**config.mk**
```make
export PLATFORM = sky130hd
export DESIGN_NAME = hazard_sequencer
export DESIGN_NICKNAME = d
export VERILOG_FILES = /design/src/rtl/hazard_sequencer.sv
export SDC_FILE = /design/constraint.sdc
export NUM_CORES = 1
export LEC_CHECK = 0
export BUFFER_PORTS_ARGS = -buffer_cell sky130_fd_sc_hd__buf_2
export CELL_PAD_IN_SITES_DETAIL_PLACEMENT = 0
export CELL_PAD_IN_SITES_GLOBAL_PLACEMENT = 2
export CORE_MARGIN = 2
export CORE_UTILIZATION = 19
export CTS_CLUSTER_DIAMETER = 100
export DETAILED_ROUTE_END_ITERATION = 10
export PLACE_DENSITY_LB_ADDON = 0.3
export SYNTH_ARGS = -nofsm -noshare
export SYNTH_HDL_FRONTEND = slang
export SYNTH_SLANG_ARGS = --single-unit
```
**constraint.sdc**
```tcl
create_clock -name clk -period 1.6 [get_ports clk]
set_input_delay 0.08 -clock clk [delete_from_list [all_inputs] [get_ports clk]]
set_output_delay 0.08 -clock clk [all_outputs]
set_load 0.01 [all_outputs]
```
**src/rtl/hazard_sequencer.sv**
```systemverilog
// Stall/flush sequencer for the 5-stage core: load-use, branch-in-ID, mult/div freeze.
// Optional HAZARD_STATS_EN adds stall_cycles/flush_count counters.
module hazard_sequencer #(
  parameter int MAX_STALL = 2
) (
  input  logic       clk,
  input  logic       rst,
  input  logic [4:0] rs,
  input  logic [4:0] rt,
  input  logic       ID_uses_rs,
  input  logic       ID_uses_rt,
  input  logic       ID_is_store,
  input  logic       ID_is_branch,
  input  logic       ID_branch_taken,
  input  logic       ID_jump,
  input  logic [4:0] ID_EX_dest,
  input  logic       ID_EX_Reg_Write,
  input  logic       ID_EX_Mem_Read,
  input  logic [4:0] EX_MEM_dest,
  input  logic       EX_MEM_Reg_Write,
  input  logic       ID_EX_is_md,
  input  logic       md_done,
  output logic       md_go,
  output logic       PC_Write,
  output logic       IF_ID_Write,
  output logic       IF_ID_Flush,
  output logic       ID_EX_Bubble,
  output logic       ID_EX_Write,
  output logic       EX_MEM_Bubble
`ifdef HAZARD_STATS_EN
  ,
  output logic [15:0] stall_cycles,
  output logic [15:0] flush_count
`endif
);

  typedef enum logic [1:0] {
    RUN,
    STALL,
    MD_BUSY
  } state_t;

  state_t     state;
  logic [1:0] cnt;
  logic       ex_a, ex_b;
  logic       mem_a, mem_b;
  logic       md_wait;
  logic [1:0] need;
  logic [1:0] need_c;

  assign ex_a  = (ID_EX_dest != 5'd0) && ID_uses_rs
              && (ID_EX_dest == rs);
  assign ex_b  = (ID_EX_dest != 5'd0) && ID_uses_rt
              && (ID_EX_dest == rt);
  assign mem_a = (EX_MEM_dest != 5'd0) && ID_uses_rs
              && (EX_MEM_dest == rs);
  assign mem_b = (EX_MEM_dest != 5'd0) && ID_uses_rt
              && (EX_MEM_dest == rt);

  assign md_wait = ID_EX_is_md && !md_done;

  // Strongest requirement wins; later assignments dominate.
  always_comb begin
    need_c = 2'd0;
    if (ID_EX_Mem_Read && (ex_a || (ex_b && !ID_is_store)))
      need_c = 2'd1;
    if (ID_is_branch && EX_MEM_Reg_Write && (mem_a || mem_b))
      need_c = 2'd1;
    if (ID_is_branch && ID_EX_Reg_Write && (ex_a || ex_b))
      need_c = 2'd2;
  end

  assign need = (need_c > 2'(MAX_STALL)) ? 2'(MAX_STALL) : need_c;

  always_comb begin
    md_go         = 1'b0;
    PC_Write      = 1'b1;
    IF_ID_Write   = 1'b1;
    IF_ID_Flush   = 1'b0;
    ID_EX_Bubble  = 1'b0;
    ID_EX_Write   = 1'b1;
    EX_MEM_Bubble = 1'b0;
    if (rst) begin
      PC_Write      = 1'b0;
      IF_ID_Write   = 1'b0;
      IF_ID_Flush   = 1'b1;
      ID_EX_Bubble  = 1'b1;
      EX_MEM_Bubble = 1'b1;
    end else begin
      unique case (state)
        RUN: begin
          if (md_wait) begin
            md_go         = 1'b1;
            PC_Write      = 1'b0;
            IF_ID_Write   = 1'b0;
            ID_EX_Write   = 1'b0;
            EX_MEM_Bubble = 1'b1;
          end else if (need != 2'd0) begin
            PC_Write     = 1'b0;
            IF_ID_Write  = 1'b0;
            ID_EX_Bubble = 1'b1;
          end else if (ID_branch_taken || ID_jump) begin
            IF_ID_Flush = 1'b1;
          end
        end
        STALL: begin
          PC_Write     = 1'b0;
          IF_ID_Write  = 1'b0;
          ID_EX_Bubble = 1'b1;
        end
        MD_BUSY: begin
          if (!md_done) begin
            PC_Write      = 1'b0;
            IF_ID_Write   = 1'b0;
            ID_EX_Write   = 1'b0;
            EX_MEM_Bubble = 1'b1;
          end
        end
        default: ;
      endcase
    end
  end

  always_ff @(posedge clk or posedge rst) begin
    if (rst) begin
      state <= RUN;
      cnt   <= 2'd0;
    end else begin
      unique case (state)
        RUN: begin
          if (md_wait) begin
            state <= MD_BUSY;
          end else if (need != 2'd0) begin
            cnt   <= need - 2'd1;
            state <= (need > 2'd1) ? STALL : RUN;
          end
        end
        STALL: begin
          if (cnt != 2'd0)
            cnt <= cnt - 2'd1;
          if (cnt <= 2'd1)
            state <= RUN;
        end
        MD_BUSY: begin
          if (md_done)
            state <= RUN;
        end
        default: state <= RUN;
      endcase
    end
  end

`ifdef HAZARD_STATS_EN
  always_ff @(posedge clk or posedge rst) begin
    if (rst) begin
      stall_cycles <= 16'd0;
      flush_count  <= 16'd0;
    end else begin
      if (!PC_Write && stall_cycles != 16'hFFFF)
        stall_cycles <= stall_cycles + 16'd1;
      if (IF_ID_Flush && flush_count != 16'hFFFF)
        flush_count <= flush_count + 16'd1;
    end
  end
`endif

endmodule

```
# After elaboration in Yosys (flattened, before gate mapping)
# Cells that the tools add are included.
# totals
regBits	4
input_bits	33
output_inout_bits	7
wordCells	85
# op_classes
add_sub_neg	2
order_cmp	3
n_eq_ne	12
muxes	37
n_reduce_logical	29
# ops
op	count
2-to-1 mux 1 bit	21
equality test 5 bit	4
2-to-1 mux 2 bit	10
logical AND 1 bit	15
!= test 2 bit (second input constant)	5
nonzero test 5 bit	2
case mux 1 bit (2 select lines)	3
case mux 2 bit (3 select lines)	1
nonzero test 2 bit	3
logical OR 1 bit	4
case mux 2 bit (2 select lines)	1
AND reduction 4 bit	1
subtractor 2 x 1 -> 2 bit (second input constant)	2
!= test 3 bit (second input constant)	1
case mux 1 bit (3 select lines)	1
AND reduction 3 bit	1
equality test 2 x 1 -> 1 bit (second input constant)	1
equality test 2 bit (second input constant)	1
greater-than comparator 2 x 1 -> 1 bit (second input constant)	1
greater-than comparator 2 bit (second input constant)	1
<= comparator 2 x 1 -> 1 bit (second input constant)	1
zero test 1 bit	2
zero test 2 bit	1

# Depth between registers and ports, before layout
# Gate-level depths: netlist (run 1).
# depth
word_depth	16
ltp_mapped	7
depth_no_buf	7

# Worst setup path before layout (run 1)
# OpenSTA, ideal clock, no wires.
# synth_timing
path_kind	in2out
startpoint	input port ID_EX_dest[1]
endpoint	output port PC_Write
arrival_ns	1.859
required_ns	1.520
setup_slack_ns	-0.339
stages	7
path_buffers	1
path_cell_list	or4_1 -> nor2_2 -> nor4_1 -> o211a_4 -> or3_1 -> o22ai_1 -> buf_4
# synth_between
elab_chain_cells	16
word_cells_on_any_way	22
cone_classes	1 x order compare; 2 x eq/ne; 8 x mux; 11 x reduce/logical
# synth_lines
item	line	source
start, declared	16	input logic [4:0] ID_EX_dest,
nonzero test 5 bit	51, 53	
logical AND 1 bit	53	assign ex_b = (ID_EX_dest != 5'd0) && ID_uses_rt
logical AND 1 bit	54	&& (ID_EX_dest == rt);
logical AND 1 bit	65	if (ID_EX_Mem_Read && (ex_a || (ex_b && !ID_is_store)))
logical OR 1 bit	65	
logical AND 1 bit	65	
2-to-1 mux 1 bit	65	
2-to-1 mux 2 bit	67	if (ID_is_branch && EX_MEM_Reg_Write && (mem_a || mem_b))
2-to-1 mux 2 bit (*)	69	if (ID_is_branch && ID_EX_Reg_Write && (ex_a || ex_b))
greater-than comparator 2 bit	73	assign need = (need_c > 2'(MAX_STALL)) ? 2'(MAX_STALL) : need_c;
2-to-1 mux 2 bit (*)	73	
nonzero test 2 bit (*)	98	end else if (need != 2'd0) begin
2-to-1 mux 1 bit (*) (2 in series)	-	
case mux 1 bit (3 select lines) (*)	-	
2-to-1 mux 1 bit (*)	-	
end, declared	24	output logic PC_Write,
# Mark *: on every way between the ends. The rest lies on a longest branch, timed or not.

# Final worst setup path (run 1)
# layout_timing
startpoint	input port ID_EX_dest[1]
endpoint	output port ID_EX_Bubble
# layout_between
elab_chain_cells	16
word_cells_on_any_way	22
cone_classes	1 x order compare; 2 x eq/ne; 8 x mux; 11 x reduce/logical
# layout_lines
item	line	source
nonzero test 5 bit	51, 53	
logical AND 1 bit	53	
logical AND 1 bit	54	
logical AND 1 bit	65	
logical OR 1 bit	65	
logical AND 1 bit	65	
2-to-1 mux 1 bit	65	
2-to-1 mux 2 bit	67	
2-to-1 mux 2 bit (*)	69	
greater-than comparator 2 bit	73	
2-to-1 mux 2 bit (*)	73	
nonzero test 2 bit (*)	98	
2-to-1 mux 1 bit (*)	98	
2-to-1 mux 1 bit (*)	92	if (md_wait) begin
case mux 1 bit (2 select lines) (*)	90	unique case (state)
2-to-1 mux 1 bit (*)	83	if (rst) begin
end, declared	27	output logic ID_EX_Bubble,
# Marked as above.

==> flow_metrics.tcl, run 1 <==
set metrics [dict create \
    run_status "complete, but fails checks" \
    postSynth.asyncResetShare 1.00 \
    finClkSkew_ns 0.00673 \
    timing.critical_path.arrival_ns 1.79 \
    power_leakage_nw 0.521 \
    viasPerCell 4.18 \
    maxClockFrequency_mhz 534 \
    crit_type "primary input to primary output" \
    crit_path_max_fanout 3 \
    hold_viol 0 \
    final.period_utilization 1.17 \
    detailedPlace.worstSlack_ns -0.287 \
    final.min_clock_period_ns 1.87 \
    switchingPower_w 0.000156 \
    synthesis.nets 113 \
    die_width_um 60.9 \
    cp-end-kind "primary output" \
    layout-drive-gt1-share 0.521 \
    largest_stage_delay_worst_path_ns 0.54 \
    failed_checks "setup timing" \
    synth_edf_count 0 \
    wire_length_per_cell_after_detailed_routing_um 11.0 \
    leading_cell_type_in_the_layout_fill_and_taps_excluded "sky130_fd_sc_hd__buf_2" \
    yosys.area.top_type "sky130_fd_sc_hd__xnor2_1" \
    layout_setup_ws_ns -0.272 \
    detailed_place.area_um2 1010 \
    worst_path_dominant_cell_family "simple AND/OR/NAND/NOR gates" \
    routabilityCongestion 0.781 \
    mappedNetlistArea_um2 614 \
    dr_total_vias 769 \
    firstDrtPassIters 4 \
    combinationalPowerShare 0.505 \
    total_power_w 0.000475 \
    internal_portion_of_total_power_w 0.000319 \
    synth_top_cell_area_share 0.257 \
    drt-initial-drc-count 7 \
    clockRootBuffer "sky130_fd_sc_hd__clkbuf_4" \
    final_cell_mix "sky130_fd_sc_hd__buf_2 (37), sky130_fd_sc_hd__buf_4 (20), sky130_fd_sc_hd__xnor2_1 (18), sky130_fd_sc_hd__nand2_1 (6)" \
    postRouteAntennaNets 0 \
    netlist_top_cells_area "sky130_fd_sc_hd__xnor2_1 (26%), sky130_fd_sc_hd__dfrtp_1 (16%), sky130_fd_sc_hd__nand2_1 (4.3%)" \
    core_area_um2 3050 \
    n_antenna_cell 0 \
    cp_cell_sequence "buf_6 > or4_4 > nor2_4 > nor4_4 > o211a_4 > nand3b_4 > a221o_1 > buf_2" \
    timing.max_cap.violations 0 \
    initial_utilization 0.201 \
    clockPowerShare 0.265 \
    setup_repair_after_global_routing_missed_its_margin "true" \
    place_inst 178 \
    io_pins 40 \
    port-buffer-count 39 \
    worstSkewPairLatency_ns 0.24 \
    critical_path.n_buffers_inverters 2 \
    synth_seq_area_share 0.163 \
    cts_tree "yes" \
    synth_cells 78 \
    detail_route.drc_violations 0 \
    layout.cell_area.non_filler_um2 1100 \
    irDropWorstVdd_mv 0.370 \
    max_slew.worst_pin.slew_ns 0.346 \
    cts_sinks 4 \
    worst_path_max_delay_cell "sky130_fd_sc_hd__or4_4" \
    synth.lib_cells_used.distinct 29 \
    place.detailed.hpwl_mm 1.81 \
    cts.clk_slew.worst_paths_ns 0.04 \
    final-max-slew-violation-count 0 \
    area.sequential_um2 100 \
    floorplan.die.height_um 60.9 \
    htree_levels 1 \
    cts_max_path_buffers 2 \
    grt_first_pass_wirelength_mm 3.37 \
    largest_net_degree_at_the_start_of_global_routing 8 \
    multi_input_comb_area_um2 534 \
    totalWireLength_mm 2.02 \
    design.die.area_um2 3700 \
    cts_buffers 3 \
    final_nets 177 \
    timing.final.setup_violations 4 \
    dominantRegCellSynth "sky130_fd_sc_hd__dfrtp_1" \
    timing.max_slew.rel_slack 0.767 \
    power_per_cell_area_nw_per_um2 433 \
    pwr-share-seq 0.231 \
    rows 20 \
    sw_frac_of_total 0.328 \
    grt_overflow 0 \
    synth_warnings 0 \
    startpoint_type "primary input" \
    cp.required_ns 1.52 \
    n_fill_cell 351 \
    area_growth_pct 78.8 \
    hp-class "primary input to register" \
    postSynthAreaPerCell_um2 7.88 \
    grtUsageTotal 0.122 \
    instances_no_fill 184 \
    postSynthRegisterBits 4 \
    antenna_found_initial 0 \
    first_global_vias 792 \
]
-- cell type report --
| cell class | count | area share |
|---|---|---|
| inverters | 5 | 0.0171 |
| well taps | 44 | 0.0501 |
| clock buffers | 3 | 0.0205 |
| flip-flops and latches | 4 | 0.0911 |
| repair buffers | 60 | 0.335 |
| multi-input cells | 68 | 0.486 |
-- kinds of logic (layout without fill, tap and decap cells) --
family	count (synthesis)	after routing	synth area share
AO/OA/AOI/OAI	15	15	0.181
XOR/XNOR	20	20	0.285
adder cells (fa/ha/maj)	2	2	0.0407
buffers and inverters	6	68	0.0428
flip-flops	4	4	0.163
AND/OR/NAND/NOR	31	31	0.287
-- sequential cells by signal (all words and copies together), names as in the netlist --
signal	cells
cnt	2
state	2
-- Yosys cell counts (2+ instances only) --
library cell,count
sky130_fd_sc_hd__o31ai_1,2
sky130_fd_sc_hd__nand4_1,4
sky130_fd_sc_hd__dfrtp_1,4
sky130_fd_sc_hd__xnor2_1,18
sky130_fd_sc_hd__o22ai_1,2
sky130_fd_sc_hd__nand2_1,7
sky130_fd_sc_hd__inv_1,5
sky130_fd_sc_hd__nor2_1,5
sky130_fd_sc_hd__xor2_1,2
sky130_fd_sc_hd__ha_1,2
sky130_fd_sc_hd__or4_1,2
sky130_fd_sc_hd__nor4_1,2
sky130_fd_sc_hd__a21oi_1,3
sky130_fd_sc_hd__o21ai_1,2
sky130_fd_sc_hd__nor3_1,4
-- final timing paths --
path / start / endpoint / slack [ns] / cells after the start
max in group asynchronous: rst / cnt[0] / 1.07 / 3
max: ID_EX_dest[1] / ID_EX_Bubble / -0.27 / 8
min: md_done / state[1] / 0.07 / 2
min reg2reg: cnt[1] / cnt[1] / 0.54 / 2
min in group asynchronous: rst / state[0] / 0.33 / 3
max reg2reg: cnt[1] / cnt[0] / 0.17 / 8
-- metrics by stage --
step	util	hold slack (ns)	setup TNS [ns]
3_3_place_gp	0.332	0.0216	-1.36
4_1_cts	0.343	0.0628	-0.983
2_1_floorplan	-	-0.130	-0.212
3_5_place_dp	0.332	0.0200	-1.54
5_1_grt	0.360	0.0667	-1.28
6_report	0.360	0.0699	-0.960
-- layer usage --
metal / vias to the layer above / part of all wire / global-route usage
met5: - / 0 / 0
met4: 0 / 0 / 0.00932
met3: 0 / 0.030 / 0.0341
met2: 10 / 0.53 / 0.221
met1: 352 / 0.44 / 0.148
li1: 407 / - / -
-- worst register-to-register path, stage by stage (launching register included) --
cell,delay (ns)
sky130_fd_sc_hd__dfrtp_1,0.36
sky130_fd_sc_hd__inv_1,0.08
sky130_fd_sc_hd__ha_1,0.19
sky130_fd_sc_hd__nor3b_1,0.19
sky130_fd_sc_hd__buf_4,0.16
sky130_fd_sc_hd__nor3_1,0.04
sky130_fd_sc_hd__a21oi_1,0.11
sky130_fd_sc_hd__o31ai_1,0.08
sky130_fd_sc_hd__a21oi_1,0.13
-- timing repair --
item                                    4_1_cts  5_1_grt
hold endpoints to repair                      4        0
endpoints found under the setup margin        4        5
setup buffers                                 0        2
hold buffers                                  1        0
pin swaps                                     1        2
resized for setup                             0        7
-- power groups by stage --
stage          Combinational, W  Sequential, W  Clock [W]
2_1_floorplan          0.000108       0.000112          0
3_3_place_gp           0.000227       0.000111          0
3_5_place_dp           0.000227       0.000111          0
4_1_cts                0.000230       0.000110   0.000133
5_1_grt                0.000266       0.000110   0.000146
6_report               0.000240       0.000110   0.000126
No activity file was read; power rests on OpenSTA's default activity.
==> run 2, diff against run 1 <==
- CORE_UTILIZATION: 19 -> 22
- clock period: 1.6 -> 2.2 ns (I/O delays scaled with it)
==> flow_metrics.tcl, run 2 (synthesis results as in run 1) <==
set metrics [dict create \
    antenna_found_initial 0 \
    postRouteAntennaNets 0 \
    power_per_cell_area_nw_per_um2 350 \
    timing.final.setup_violations 0 \
    cts_tree "yes" \
    run_status "finished clean" \
    rr_endpoint "cnt[0]" \
    totalWireLength_mm 1.81 \
    crit_path_max_fanout 6 \
    place.detailed.hpwl_mm 1.56 \
    cts_max_path_buffers 2 \
    hold_viol 0 \
    area_growth_pct 43.4 \
    min_from "md_done" \
    maxClockFrequency_mhz 488 \
    worst_path_max_delay_cell "sky130_fd_sc_hd__or4_1" \
    irDropWorstVdd_mv 0.391 \
    largest_stage_delay_worst_path_ns 0.53 \
    setup_tns_final_ns 0 \
    max_slew.worst_pin.slew_ns 0.466 \
    instances_no_fill 152 \
    detailed_place.area_um2 848 \
    layout.cell_area.non_filler_um2 881 \
    largest_net_degree_at_the_start_of_global_routing 9 \
    cp-end-kind "primary output" \
    worstRegToRegCells 7 \
    wl_met1_um 876 \
    timing.reg2reg.setup_slack_ns 0.55 \
    dr_wl_met2_um 787 \
    io_pins 40 \
    final.min_clock_period_ns 2.05 \
    power_leakage_nw 0.417 \
    n_antenna_cell 0 \
    leading_cell_type_in_the_layout_fill_and_taps_excluded "sky130_fd_sc_hd__buf_2" \
    finClkSkew_ns 0.00478 \
    crit_type "primary input to primary output" \
    cts_sinks 4 \
    highest_layer "met3" \
    setup_repair_after_global_routing_missed_its_margin "false" \
    cts.clk_slew.worst_paths_ns 0.03 \
    dr_total_vias 698 \
    final.period_utilization 0.931 \
    design.die.area_um2 3230 \
    first_global_vias 674 \
    detailroute.wirelength.met3_um 148 \
    multi_input_comb_area_um2 488 \
    floorplan.die.height_um 56.8 \
    cts_repair_resize_count 0 \
    viasPerCell 4.59 \
    n_fill_cell 302 \
    firstDrtPassIters 4 \
    critPathMostFrequentCell "sky130_fd_sc_hd__buf_2" \
    cp_cell_sequence "buf_2 > or4_1 > nor2_2 > nor4_1 > o211a_4 > or3_1 > o22ai_1 > buf_2" \
    routabilityCongestion 0.768 \
    min_delay_worst_endpoint "state[1]" \
    detail_route.drc_violations 0 \
    top_regs "cnt: 2 flops, state: 2 flops" \
    wire_length_per_cell_after_detailed_routing_um 11.9 \
    holdPathStages 2 \
    cts_buffers 3 \
    worstSkewPairLatency_ns 0.23 \
    startpoint_type "primary input" \
    timing.max_cap.violations 0 \
    htree_levels 1 \
    r2r_startpoint "cnt[0]" \
    area.sequential_um2 100 \
    cp.required_ns 2.09 \
    final_cell_mix "sky130_fd_sc_hd__buf_2 (39), sky130_fd_sc_hd__xnor2_1 (18), sky130_fd_sc_hd__nand2_1 (7), sky130_fd_sc_hd__inv_1 (5), sky130_fd_sc_hd__nor2_1 (5)" \
    port-buffer-count 39 \
    layout-drive-gt1-share 0.388 \
    hp-class "primary input to register" \
    grt_first_pass_wirelength_mm 3.11 \
    timing.critical_path.arrival_ns 1.94 \
    grt_overflow 0 \
    core_area_um2 2710 \
    grtUsageTotal 0.118 \
    final-max-slew-violation-count 0 \
    place_inst 148 \
    timing.max_slew.rel_slack 0.689 \
    initial_utilization 0.227 \
    clockRootBuffer "sky130_fd_sc_hd__clkbuf_4" \
    final_nets 158 \
    rows 19 \
    drt-initial-drc-count 20 \
    die_width_um 56.8 \
]
[run 2: changes by cell type in the layout (fill, tap and decap cells not counted), sizes merged]
cell  previous run  this run
buf             59        40
[run 2: routing by layer]
metal	vias to the layer above	track usage
met1	308	0.176
met3	0	0.0369
met4	0	0
met5	-	0
li1	369	-
met2	21	0.178
[run 2: how the worst max path moves through the flow]
stage                              from     endpoint  slack, ns
after floorplan           ID_EX_dest[1]     PC_Write       0.20
after global placement    ID_EX_dest[1]  IF_ID_Write       0.16
after detailed placement  ID_EX_dest[1]     PC_Write       0.14
after CTS                 ID_EX_dest[1]     PC_Write       0.15
after global routing      ID_EX_dest[1]  IF_ID_Write     0.0002
final                     ID_EX_dest[1]  IF_ID_Write       0.15
[run 2: timing repair]
action,in CTS,in global routing
hold buffers,1,0
endpoints found under the hold margin,4,0
buffers inserted,0,0
[run 2: cell type report]
class                           count  share of cell area
Clock buffer                        3              0.0256
Inverter                            5              0.0213
Multi-Input combinational cell     68               0.554
Sequential cell                     4               0.114
Tap cell                           31              0.0440
Timing Repair Buffer               41               0.241
[run 2: worst max-delay path: cells and delay by family]
family | cells | cell delay (ns)
AO/OA/AOI/OAI | 2 | 0.44
buffers and inverters | 2 | 0.28
AND/OR/NAND/NOR | 4 | 1.11
[run 2: report_power, final]
part / leakage (nW) / internal [W] / total (W) / switching [W]
logic: 0.354 / 0.0000705 / 0.000140 / 0.0000692
registers: 0.0493 / 0.0000775 / 0.0000815 / 0.00000404
clock network: 0.0138 / 0.0000607 / 0.0000866 / 0.0000259
[run 2: stage by stage]
stage / hold WS [ns] / util / setup slack [ns] / total power [W]
2_1_floorplan: -0.100 / - / 0.201 / 0.000156
3_3_place_gp: 0.0590 / 0.313 / 0.164 / 0.000223
3_5_place_dp: 0.0592 / 0.313 / 0.143 / 0.000221
4_1_cts: 0.112 / 0.325 / 0.146 / 0.000313
5_1_grt: 0.124 / 0.325 / 0.000196 / 0.000335
6_report: 0.116 / 0.325 / 0.152 / 0.000308
